[src/rtl/cam_fifo_reader.sv]
// Reads one RGB565 frame out of a camera line FIFO (high byte first) and emits
// RGB333 pixel writes with (x, y) coordinates, one pixel every four clocks.
module cam_fifo_reader #(
    parameter int unsigned WIDTH       = 320,
    parameter int unsigned HEIGHT      = 240,
    parameter int unsigned RRST_CYCLES = 4
) (
    input  logic       clk,
    input  logic       rst,
    input  logic       start,
    input  logic [7:0] fifo_data,
    output logic       fifo_rclk,
    output logic       fifo_rrst,
    output logic       fifo_oe,
    output logic       pix_we,
    output logic [8:0] pix_x,
    output logic [7:0] pix_y,
    output logic [8:0] pix_data,
    output logic       busy,
    output logic       done
);

    localparam int unsigned RrstLen = 2 * RRST_CYCLES;
    localparam int unsigned RrstW   = (RrstLen > 1) ? $clog2(RrstLen) : 1;
    localparam logic [RrstW-1:0] RrstLast = RrstW'(RrstLen - 1);
    localparam logic [8:0] XLast = 9'(WIDTH - 1);
    localparam logic [7:0] YLast = 8'(HEIGHT - 1);

    typedef enum logic [2:0] {StIdle, StRrst, StRdHi, StRdLo, StDone} state_e;

    state_e           state_q;
    logic [RrstW-1:0] rrst_cnt_q;
    logic [7:0]       hi_q;
    logic             last_q;

    always_ff @(posedge clk) begin
        if (rst) begin
            state_q    <= StIdle;
            rrst_cnt_q <= '0;
            hi_q       <= '0;
            last_q     <= 1'b0;
            fifo_rclk  <= 1'b0;
            fifo_rrst  <= 1'b1;
            fifo_oe    <= 1'b1;
            pix_we     <= 1'b0;
            pix_x      <= '0;
            pix_y      <= '0;
            pix_data   <= '0;
            busy       <= 1'b0;
            done       <= 1'b0;
        end else begin
            pix_we <= 1'b0;
            done   <= 1'b0;

            // Coordinates advance on the edge that ends the write strobe.
            if (pix_we) begin
                if (pix_x == XLast) begin
                    pix_x <= '0;
                    pix_y <= (pix_y == YLast) ? 8'd0 : pix_y + 8'd1;
                end else begin
                    pix_x <= pix_x + 9'd1;
                end
            end

            unique case (state_q)
                StIdle: begin
                    fifo_rclk <= 1'b0;
                    if (start) begin
                        state_q    <= StRrst;
                        busy       <= 1'b1;
                        fifo_oe    <= 1'b0;
                        fifo_rrst  <= 1'b0;
                        rrst_cnt_q <= '0;
                    end
                end
                StRrst: begin
                    fifo_rclk  <= ~fifo_rclk;
                    rrst_cnt_q <= rrst_cnt_q + 1'b1;
                    if (rrst_cnt_q == RrstLast) begin
                        fifo_rrst <= 1'b1;
                        state_q   <= StRdHi;
                    end
                end
                StRdHi: begin
                    fifo_rclk <= ~fifo_rclk;
                    if (fifo_rclk) begin
                        hi_q    <= fifo_data;
                        state_q <= StRdLo;
                    end
                end
                StRdLo: begin
                    // After the final pixel, hold one extra low-phase cycle so
                    // done follows the last strobe rather than coinciding with it.
                    if (last_q) begin
                        last_q    <= 1'b0;
                        fifo_rclk <= 1'b0;
                        fifo_oe   <= 1'b1;
                        done      <= 1'b1;
                        state_q   <= StDone;
                    end else begin
                        fifo_rclk <= ~fifo_rclk;
                        if (fifo_rclk) begin
                            pix_data <= {hi_q[7:5], hi_q[2:0], fifo_data[4:2]};
                            pix_we   <= 1'b1;
                            if (pix_x == XLast && pix_y == YLast) begin
                                last_q <= 1'b1;
                            end else begin
                                state_q <= StRdHi;
                            end
                        end
                    end
                end
                StDone: begin
                    fifo_rclk <= 1'b0;
                    busy      <= 1'b0;
                    pix_x     <= '0;
                    pix_y     <= '0;
                    state_q   <= StIdle;
                end
                default: state_q <= StIdle;
            endcase
        end
    end

endmodule
[config.mk]
export PLATFORM = sky130hd
export DESIGN_NAME = cam_fifo_reader
export DESIGN_NICKNAME = d
export VERILOG_FILES = /design/src/rtl/cam_fifo_reader.sv
export SDC_FILE = /design/constraint.sdc
export NUM_CORES = 1
export LEC_CHECK = 0
export CAP_MARGIN = 20
export CORE_ASPECT_RATIO = 1.75
export CORE_MARGIN = 4
export CORE_UTILIZATION = 50
export DETAILED_ROUTE_END_ITERATION = 10
export PLACE_DENSITY = 0.79
export SYNTH_ARGS = -nofsm -noshare
export SYNTH_HDL_FRONTEND = slang
export SYNTH_SLANG_ARGS = --single-unit
export TNS_END_PERCENT = 1
[constraint.sdc]
create_clock -name clk -period 1.9 [get_ports clk]
set_input_delay 0.38 -clock clk [delete_from_list [all_inputs] [get_ports clk]]
set_output_delay 0.38 -clock clk [all_outputs]
set_load 0.01 [all_outputs]
==> results by group, run 1 <==
Run status
  • Status: completed

Route
  • DRT iter0 DRCs: 39
  • DR vias/cell: 5.41
  • ANT nets after route: 0
  • First drt pass iteration count: 4
  • Post-DR wirelength/cell: 13.6 um
  • Vias: between 1,500 and 2,000
  • DR DRC count: 0
  • Final wirelength: 4170 um

Synth
  • Post-Syn Area: 1990 um2
  • Xor and xnor fraction of the mapped netlist area: 5.73%
  • Fraction of synthesized area in multiplexers: just over 5%
  • Post-synthesis compound-gate area fraction: 10.0%
  • Flops & latches, synth: 45
  • Gate Count Post-Synth: 217
  • Post-synth EDFFs: 0
  • Ys Warns: 0
  • Most used DFF post-synth: dfxtp_1
  • Largest family of logic cells by synthesized area: simple AND/OR/NAND/NOR gates
  • Mapped Nets: 232
  • Async SR Flop Fraction: 0%
  • Syn avg cell area: around 9.2 um2
  • Synth Area in Simple Gates: 27.9%
  • Distinct cell type count after synthesis: 42
  • Post-Synth Adder-Cell Area: ~2.5%
  • Register area share after synthesis: between 40 and 50%

Floorplan
  • Core area: approximately 3900 um2
  • Die H: 91.4 um
  • Die X: 55.7 um
  • Core Rows: 30
  • Starting Density: 51.4%
  • Io pins: 43
  • Die area: ~5100 um2

Place
  • DP HPWL: 3100 um
  • Post-place instance area: between 2000 and 2500 um2
  • Placer congestion estimate: 0.757
  • # port buffers: 42

Setup path
  • WP data required: 1520 ps
  • CP max stage cell: clkdlybuf4s50_1
  • Critical path class: register to output pin
  • CP endpoint kind: output pin
  • CP delay by family, top: buffers and inverters
  • CP startpoint kind: register
  • Crit Path Max Fanout: 7
  • Worst path buffer plus inverter count: 1
  • CP Cell Sequence: clkdlybuf4s50_1
  • Slowest stage delay, CP: 620 ps
  • Slack of the worst reg-to-reg path: roughly 230 ps
  • CP arrival: 1420 ps

Final layout
  • Final core occ: about 66%
  • Finished Cell Area: between 2000 and 3000 um2
  • Area growth from synthesis to layout: 27.4%
  • Final #Nets: 274
  • Number of diodes: 0
  • Fillers: roughly 340
  • Layout cell share with drive strength beyond 1: a little under a tenth

Clocking
  • Clock tree root buffer cell: clkbuf_8
  • Clk slew on worst S/H paths: ~80 ps
  • Num CTS Buffers: 5
  • CTS tree: done
  • Total setup buffers inserted after CTS: 0
  • # resized after CTS: 0
  • CTS HTree Levels: 2
  • # hold bufs at CTS: 0
  • Sink Count: 45
  • Worst-case clock buffer depth: 2
  • Clock Latency Late Sink: 290 ps

STA
  • Final worst-path cycle share: 94.8%
  • Fmax: 0.555 GHz
  • Worst Max-Slew Pin Slew: roughly 440 ps
  • Setup TNS: 0 ps
  • Worst relative slew slack: between 70% and 80%
  • Final setup fails: 0
  • Hold WS: 459 ps
  • Fin crit period: 1800 ps
  • Final worst clock skew: 6.14 ps
  • RSZ-0062 raised after global routing: false
  • Max Slew Vio Count: 0
  • Fin. Hold Viols: 0

Global route
  • Met3 Use GR: ~4%
  • Largest net degree at the start of global routing: 28
  • Grt met2 use: 31.9%
  • Initial antenna violation count: 0
  • GR met1 Demand/Resource: 17.3%
  • Number of global-route vias before repair: approximately 1,600
  • Total grt overflow: 0
  • Layer carrying the most global-route usage: met2
  • First-pass GRT wire length: 6970 um
  • Gr usage total: 16.9%

Flow run
  • Max cap viols: 0

Power
  • Lkg Pwr: ~0.85 nW
  • Pwr dens: 650 nW/um2
  • Peak VDD IR: 770 uV

Worst hold path
  • HP Class: register to register
[cells in the final DEF (no fill, tap or decap), drive strengths merged, types with 2 or more instances in the layout]
cell type,n
nand4,5
nor4,6
a21oi,18
and3,2
clkbuf,6
nor2,34
a31oi,3
xnor2,10
ha,4
nor3,5
nand3,15
buf,4
mux2i,10
dfxtp,45
o21ai,5
clkdlybuf4s50,42
a22oi,2
nor3b,2
nand2,20
inv,4
xor2,3
[layout make-up]
type                       count  area [um2]  area share [%]
multi-input combinational    157        1020            40.1
clock inverter                 1        7.51           0.296
clock buffer                   6        82.6            3.26
sequential                    45         901            35.6
tap                           48        60.1            2.37
timing repair buffer          46         450            17.8
inverter                       4        15.0           0.593
[worst paths after layout]
path | startpoint | to | cells after the start
max reg2reg | pix_x[0]$_SDFFE_PP0P_ | pix_y[7]$_SDFFE_PP0P_ | 5
min reg2reg | pix_data[3]$_SDFFE_PP0P_ | pix_data[3]$_SDFFE_PP0P_ | 2
min | pix_data[3]$_SDFFE_PP0P_ | pix_data[3]$_SDFFE_PP0P_ | 2
max | pix_we$_SDFF_PP0_ | pix_we | 1
[layer usage]
metal  vias to the layer above  wire length [um]
met5                         -                 0
met4                         0                87
met3                         7               147
met2                        32              2240
met1                       781              1690
li1                        840                 -
[state kept, by name, summed over array words and instances (netlist names)]
signal,count
busy,1
done,1
fifo_oe,1
fifo_rclk,1
fifo_rrst,1
hi_q,6
last_q,1
pix_data,9
pix_we,1
pix_x,9
pix_y,8
rrst_cnt_q,3
state_q,3
[cells in the mapped netlist (2+ instances only)]
master | count | area (um2)
o21ai_2 | 2 | 17.5
o21ai_0 | 3 | 15.0
clkbuf_1 | 5 | 18.8
mux2i_1 | 10 | 100
buf_2 | 5 | 25.0
dfxtp_1 | 45 | 901
a21oi_1 | 18 | 90.1
nor2_1 | 34 | 128
ha_1 | 4 | 50.1
inv_1 | 4 | 15.0
nor4_2 | 3 | 37.5
nor4_1 | 2 | 12.5
nand4_1 | 5 | 31.3
nand2_1 | 20 | 75.1
xor2_1 | 3 | 26.3
xnor2_1 | 10 | 87.6
nor3_1 | 3 | 15.0
a22oi_1 | 2 | 15.0
a31oi_1 | 3 | 18.8
nand3_1 | 13 | 65.1
and3_1 | 2 | 12.5
[metrics by stage]
stage,setup slack [ps],std cells,power (mW)
3_3_place_gp,266,300,1.08
4_1_cts,80.8,307,1.67
5_1_grt,39.2,307,1.72
2_1_floorplan,276,217,1.03
3_5_place_dp,232,300,1.08
6_report,98.7,307,1.65
[cells by family after synthesis]
kind of cell | Yosys count
xor gates and xnor gates | 13
buffers and inverters | 15
and+or+nand+nor | 97
AOI/OAI and AO/OA | 33
DFF | 45
muxes | 10
adders and majority gates | 4
[power breakdown]
| group | switching, mW | internal (mW) | total (mW) |
|---|---|---|---|
| sequential | 0.0111 | 0.953 | 0.964 |
| clock | 0.307 | 0.288 | 0.594 |
| combinational | 0.0429 | 0.0466 | 0.0895 |
| total | 0.361 | 1.29 | 1.65 |
Power figures use the tool's default switching activity.
==> inputs of run 2 (changes only) <==
--- a/config.mk
+++ b/config.mk
@@ -5,12 +5,13 @@
 export SDC_FILE = /design/constraint.sdc
 export NUM_CORES = 1
 export LEC_CHECK = 0
+export ABC_CLOCK_PERIOD_IN_PS = 1900
 export CAP_MARGIN = 20
 export CORE_ASPECT_RATIO = 1.75
 export CORE_MARGIN = 4
 export CORE_UTILIZATION = 50
 export DETAILED_ROUTE_END_ITERATION = 10
-export PLACE_DENSITY = 0.79
+export PLACE_DENSITY_LB_ADDON = 0.15
 export SYNTH_ARGS = -nofsm -noshare
 export SYNTH_HDL_FRONTEND = slang
 export SYNTH_SLANG_ARGS = --single-unit
==> results by group, run 2 (synthesized netlist as in run 1, its figures left out) <==
Route
  • DRT iter0 DRCs: 33 (was 39)
  • DR DRC count: 0 (unchanged)
  • Post-DR wirelength/cell: 13.6 um (about the same)
  • Final wirelength: 4160 um (was 4170 um)
  • First drt pass iteration count: 4 (unchanged)
  • ANT nets after route: 0 (unchanged)
  • DR vias/cell: 5.38 (was 5.41)
  • Vias: 1,651 (was 1,660)

Setup path
  • Worst reg2reg path depth: 5 (unchanged)
  • CP max stage cell: clkdlybuf4s50_1 (unchanged)
  • Reg-to-Reg Start: pix_x[0]$_SDFFE_PP0P_ (unchanged)
  • CP Cell Sequence: clkdlybuf4s50_1 (unchanged)
  • CP endpoint kind: output pin (unchanged)
  • CP delay by family, top: buffers and inverters (unchanged)
  • Slowest stage delay, CP: 600 ps (was 620 ps)
  • WP data required: 1520 ps (about the same)
  • Crit Path Max Fanout: 7 (unchanged)
  • Slack of the worst reg-to-reg path: 200 ps (was 230 ps)
  • Critical path class: register to output pin (unchanged)
  • Worst path buffer plus inverter count: 1 (unchanged)
  • CP arrival: 1410 ps (was 1420 ps)
  • CP startpoint kind: register (unchanged)
  • RR Endpoint: pix_x[7]$_SDFFE_PP0P_ (was pix_y[7]$_SDFFE_PP0P_)

STA
  • Final setup fails: 0 (unchanged)
  • Setup TNS: 0 ps (unchanged)
  • Worst relative slew slack: 68.7% (was 70.8%)
  • Final worst clock skew: 8.56 ps (was 6.14 ps)
  • Fin. Hold Viols: 0 (unchanged)
  • RSZ-0062 raised after global routing: false (unchanged)
  • Fin crit period: 1790 ps (was 1800 ps)
  • Hold WS: 456 ps (was 459 ps)
  • Fmax: 0.559 GHz (was 0.555 GHz)
  • Max Slew Vio Count: 0 (unchanged)
  • Worst Max-Slew Pin Slew: 470 ps (was 437 ps)
  • Final worst-path cycle share: 94.2% (was 94.8%)

Final layout
  • Final core occ: 65.1% (was 65.5%)
  • Area growth from synthesis to layout: 26.7% (was 27.4%)
  • Commonest non-fill, non-tap cell in the layout: dfxtp_1 (unchanged)
  • Fillers: 339 (was 341)
  • Number of diodes: 0 (unchanged)
  • Final #Nets: 273 (was 274)
  • Reg area: 901 um2 (unchanged)
  • Top Registers: pix_data x9, pix_x x9, pix_y x8 (unchanged)
  • Commonest cells after routing, fill and taps aside: dfxtp_1, clkdlybuf4s50_1, nor2_1, nand2_1, a21oi_1 (unchanged)
  • Multi-input logic area: 1020 um2 (unchanged)
  • Layout cell share with drive strength beyond 1: 8.88% (was 9.27%)

Floorplan
  • Starting Density: 51.4% (unchanged)
  • Core area: 3870 um2 (unchanged)
  • Core Rows: 30 (unchanged)
  • Die area: 5090 um2 (unchanged)
  • Io pins: 43 (unchanged)
  • Die X: 55.7 um (unchanged)
  • Die H: 91.4 um (unchanged)

Power
  • Sw Share: 22.1% (was 21.9%)
  • Pint: 1.25 mW (was 1.29 mW)
  • Pwr dens: 640 nW/um2 (was 650 nW/um2)
  • Combinational Power Share: 5.6% (was 5.4%)
  • Clk pwr share: 34.6% (was 36.1%)
  • Psw: 357 uW (was 361 uW)
  • Lkg Pwr: 0.847 nW (was 0.849 nW)
  • Peak VDD IR: 667 uV (was 770 uV)
  • Flop pwr share: 59.8% (was 58.5%)

Clocking
  • Total setup buffers inserted after CTS: 0 (unchanged)
  • Clk slew on worst S/H paths: 80 ps (about the same)
  • CTS HTree Levels: 2 (unchanged)
  • # resized after CTS: 0 (unchanged)
  • Num CTS Buffers: 5 (unchanged)
  • CTS tree: done (unchanged)
  • # hold bufs at CTS: 0 (unchanged)
  • Sink Count: 45 (unchanged)
  • Worst-case clock buffer depth: 2 (unchanged)
  • Clock tree root buffer cell: clkbuf_8 (unchanged)
  • Clock Latency Late Sink: 300 ps (was 290 ps)

Global route
  • Gr usage total: 17.3% (was 16.9%)
  • Largest net degree at the start of global routing: 29 (was 28)
  • Total grt overflow: 0 (unchanged)
  • Number of global-route vias before repair: 1,639 (was 1,593)
  • Initial antenna violation count: 0 (unchanged)
  • First-pass GRT wire length: 7130 um (was 6970 um)

Run status
  • Status: completed (unchanged)

Worst hold path
  • HP Class: register to register (unchanged)
  • Hold Crit Depth: 2 (unchanged)
  • Worst min-delay path endpoint: pix_data[3]$_SDFFE_PP0P_ (unchanged)
  • Hold Path Origin: pix_data[3]$_SDFFE_PP0P_ (unchanged)

Flow run
  • Max cap viols: 0 (unchanged)

Place
  • # port buffers: 42 (unchanged)
  • DP HPWL: 3170 um (was 3100 um)
  • Placer congestion estimate: 0.706 (was 0.757)
-- run 2: final cells by class --
| cell class | instances | area share, % |
|---|---|---|
| multi-input combinational | 157 | 40.4 |
| sequential | 45 | 35.8 |
| timing repair buffer | 45 | 17.6 |
| clock buffer | 6 | 2.88 |
| tap | 48 | 2.38 |
| inverter | 4 | 0.596 |
| clock inverter | 2 | 0.397 |
-- run 2: worst max path at each step --
stage	depth (start not counted)	to	startpoint	slack, ps
finish	1	pix_we	pix_we$_SDFF_PP0_	110
global route	1	pix_we	pix_we$_SDFF_PP0_	40
CTS	1	pix_we	pix_we$_SDFF_PP0_	80
detailed placement	5	pix_x[4]$_SDFFE_PP0P_	pix_x[0]$_SDFFE_PP0P_	190
global placement	5	pix_x[0]$_SDFFE_PP0P_	pix_x[0]$_SDFFE_PP0P_	200
floorplan	6	pix_x[0]$_SDFFE_PP0P_	pix_x[0]$_SDFFE_PP0P_	280
-- run 2: stage by stage --
stage | instance area [um2] | setup slack (ps) | power (mW) | instances
3_3_place_gp | 2440 | 202 | 1.08 | 299
4_1_cts | 2520 | 81.5 | 1.64 | 307
2_1_floorplan | 1990 | 276 | 1.03 | 217
6_report | 2520 | 111 | 1.61 | 307
3_5_place_dp | 2440 | 193 | 1.08 | 299
5_1_grt | 2520 | 41.2 | 1.68 | 307
-- run 2: routing by layer --
metal | wire length [um] | track usage, % | share of wire, % | up-vias
met3 | 172 | 4.41 | 4.1 | 6
li1 | - | - | - | 839
met2 | 2350 | 33.8 | 56 | 29
met4 | 56 | 6.09 | 1.3 | 0
met5 | 0 | 0 | 0 | -
met1 | 1580 | 16.8 | 38 | 777
-- run 2: power groups by stage --
stage                     Sequential, mW  Combinational, mW  Clock [mW]
after global placement             0.985             0.0908           0
after CTS                          0.963             0.0920       0.582
final                              0.963             0.0908       0.558
after floorplan                    0.985             0.0440           0
after global routing               0.964             0.0992       0.613
after detailed placement           0.985             0.0916           0
==> inputs of run 3 (changes only) <==
--- a/config.mk
+++ b/config.mk
@@ -7,12 +7,14 @@
 export LEC_CHECK = 0
 export ABC_CLOCK_PERIOD_IN_PS = 1900
 export CAP_MARGIN = 20
+export CELL_PAD_IN_SITES_DETAIL_PLACEMENT = 2
+export CELL_PAD_IN_SITES_GLOBAL_PLACEMENT = 2
 export CORE_ASPECT_RATIO = 1.75
 export CORE_MARGIN = 4
-export CORE_UTILIZATION = 50
+export CORE_UTILIZATION = 30
 export DETAILED_ROUTE_END_ITERATION = 10
 export PLACE_DENSITY_LB_ADDON = 0.15
 export SYNTH_ARGS = -nofsm -noshare
 export SYNTH_HDL_FRONTEND = slang
 export SYNTH_SLANG_ARGS = --single-unit
-export TNS_END_PERCENT = 1
+export TNS_END_PERCENT = 5
==> results by group, run 3 (synthesized netlist as in run 1, its figures left out) <==
Run status
  • Status: completed (unchanged)

STA
  • Setup TNS: 0 ps (unchanged)
  • Worst relative slew slack: 69.6% (was 68.7%)
  • Worst Max-Slew Pin Slew: 454 ps (was 470 ps)
  • Final setup fails: 0 (unchanged)
  • Final worst-path setup slack: 127 ps (was 111 ps)
  • Fin. Hold Viols: 0 (unchanged)
  • Fin crit period: 1770 ps (was 1790 ps)
  • RSZ-0062 raised after global routing: false (unchanged)
  • Max Slew Vio Count: 0 (unchanged)
  • Final worst-path cycle share: 93.3% (was 94.2%)
  • Final worst clock skew: 2.79 ps (was 8.56 ps)
  • Fmax: 0.564 GHz (was 0.559 GHz)

Power
  • Lkg Pwr: 0.912 nW (was 0.847 nW)
  • Peak VDD IR: 435 uV (was 667 uV)
  • Pwr dens: 762 nW/um2 (was 640 nW/um2)

Setup path
  • CP endpoint kind: output pin (unchanged)
  • CP startpoint kind: register (unchanged)
  • Crit Path Max Fanout: 6 (was 7)
  • CP max stage cell: clkdlybuf4s50_1 (unchanged)
  • CP arrival: 1390 ps (was 1410 ps)
  • Critical path class: register to output pin (unchanged)
  • CP delay by family, top: buffers and inverters (unchanged)
  • WP data required: 1520 ps (about the same)
  • Slowest stage delay, CP: 600 ps (about the same)
  • Worst path buffer plus inverter count: 1 (unchanged)
  • CP Cell Sequence: clkdlybuf4s50_1 (unchanged)

Clocking
  • CTS tree: done (unchanged)
  • Clk slew on worst S/H paths: 60 ps (was 80 ps)
  • # hold bufs at CTS: 0 (unchanged)
  • # resized after CTS: 0 (unchanged)
  • Worst-case clock buffer depth: 2 (unchanged)
  • Sink Count: 45 (unchanged)
  • Num CTS Buffers: 5 (unchanged)
  • Total setup buffers inserted after CTS: 0 (unchanged)
  • CTS HTree Levels: 2 (unchanged)
  • Clock tree root buffer cell: clkbuf_16 (was clkbuf_8)
  • Clock Latency Late Sink: 290 ps (was 300 ps)

Route
  • DR DRC count: 0 (unchanged)
  • Final wirelength: 5560 um (was 4160 um)
  • First drt pass iteration count: 2 (was 4)
  • DR vias/cell: 5.07 (was 5.38)
  • DRT iter0 DRCs: 32 (was 33)
  • Vias: 1,754 (was 1,651)
  • ANT nets after route: 0 (unchanged)
  • Post-DR wirelength/cell: 16.1 um (was 13.6 um)

Floorplan
  • Starting Density: 30.6% (was 51.4%)
  • Die H: 116 um (was 91.4 um)
  • Core area: 6490 um2 (was 3870 um2)
  • Die X: 69.5 um (was 55.7 um)
  • Io pins: 43 (unchanged)
  • Die area: 8050 um2 (was 5090 um2)
  • Core Rows: 39 (was 30)

Final layout
  • Commonest cells after routing, fill and taps aside: dfxtp_1, clkdlybuf4s50_1, nor2_1, nand2_1, a21oi_1 (unchanged)
  • Number of diodes: 0 (unchanged)
  • Area growth from synthesis to layout: 35.0% (was 26.7%)
  • Final #Nets: 279 (was 273)
  • Layout cell share with drive strength beyond 1: 11.0% (was 8.88%)
  • Fillers: 712 (was 339)
  • Top Registers: pix_data x9, pix_x x9, pix_y x8 (unchanged)
  • Commonest non-fill, non-tap cell in the layout: dfxtp_1 (unchanged)

Place
  • Placer congestion estimate: 0.730 (was 0.706)
  • # port buffers: 42 (unchanged)
  • DP Worst Slack: 212 ps (was 193 ps)
  • DP HPWL: 4070 um (was 3170 um)

Global route
  • Number of global-route vias before repair: 1,862 (was 1,639)
  • Gr usage total: 14.9% (was 17.3%)
  • Total grt overflow: 0 (unchanged)
  • Largest net degree at the start of global routing: 29 (unchanged)
  • First-pass GRT wire length: 9500 um (was 7130 um)
  • Initial antenna violation count: 0 (unchanged)

Flow run
  • Max cap viols: 0 (unchanged)

Worst hold path
  • HP Class: register to register (unchanged)
run 3: final cells by class:
class	instances	area, um2	share of cell area [%]
repair buffers	51	488	18.2
flip-flops and latches	45	901	33.6
multi-input cells	157	1020	37.9
well taps	82	103	3.82
clock inverters	2	35.0	1.31
clock buffers	5	125	4.66
inverters	4	15.0	0.559
run 3: layer usage:
metal	global-route usage [%]	wire length, um	share of wire [%]	vias up
li1	-	-	-	850
met3	2.43	149	2.7	8
met5	0	0	0	-
met1	15.9	2200	40	868
met4	7.04	134	2.4	0
met2	28.1	3080	55	28
run 3: worst paths after layout:
check / start / to / slack, ps / cells after the start
worst min register to register: pix_data[0]$_SDFFE_PP0P_ / pix_data[0]$_SDFFE_PP0P_ / 460 / 2
worst max-delay path: pix_x[2]$_SDFFE_PP0P_ / pix_x[2] / 130 / 1
worst max register to register: pix_x[0]$_SDFFE_PP0P_ / pix_x[0]$_SDFFE_PP0P_ / 200 / 5
worst min-delay path: pix_data[0]$_SDFFE_PP0P_ / pix_data[0]$_SDFFE_PP0P_ / 460 / 2
run 3: power by group:
group | internal (mW) | total, mW | switching, mW
sequential | 0.954 | 0.966 | 0.0115
clock | 0.611 | 0.984 | 0.373
combinational | 0.0483 | 0.0961 | 0.0478
total | 1.61 | 2.05 | 0.432
run 3: metrics by stage:
stage / util, % / power [mW] / cell area, um2 / instances / hold WS [ps]
after detailed placement: 38.9 / 1.08 / 2520 / 339 / 453
after floorplan: - / 1.03 / 1990 / 217 / 443
after CTS: 41.4 / 2.08 / 2680 / 346 / 462
final: 41.4 / 2.05 / 2680 / 346 / 457
after global placement: 38.9 / 1.08 / 2520 / 339 / 443
after global routing: 41.4 / 2.13 / 2680 / 346 / 489
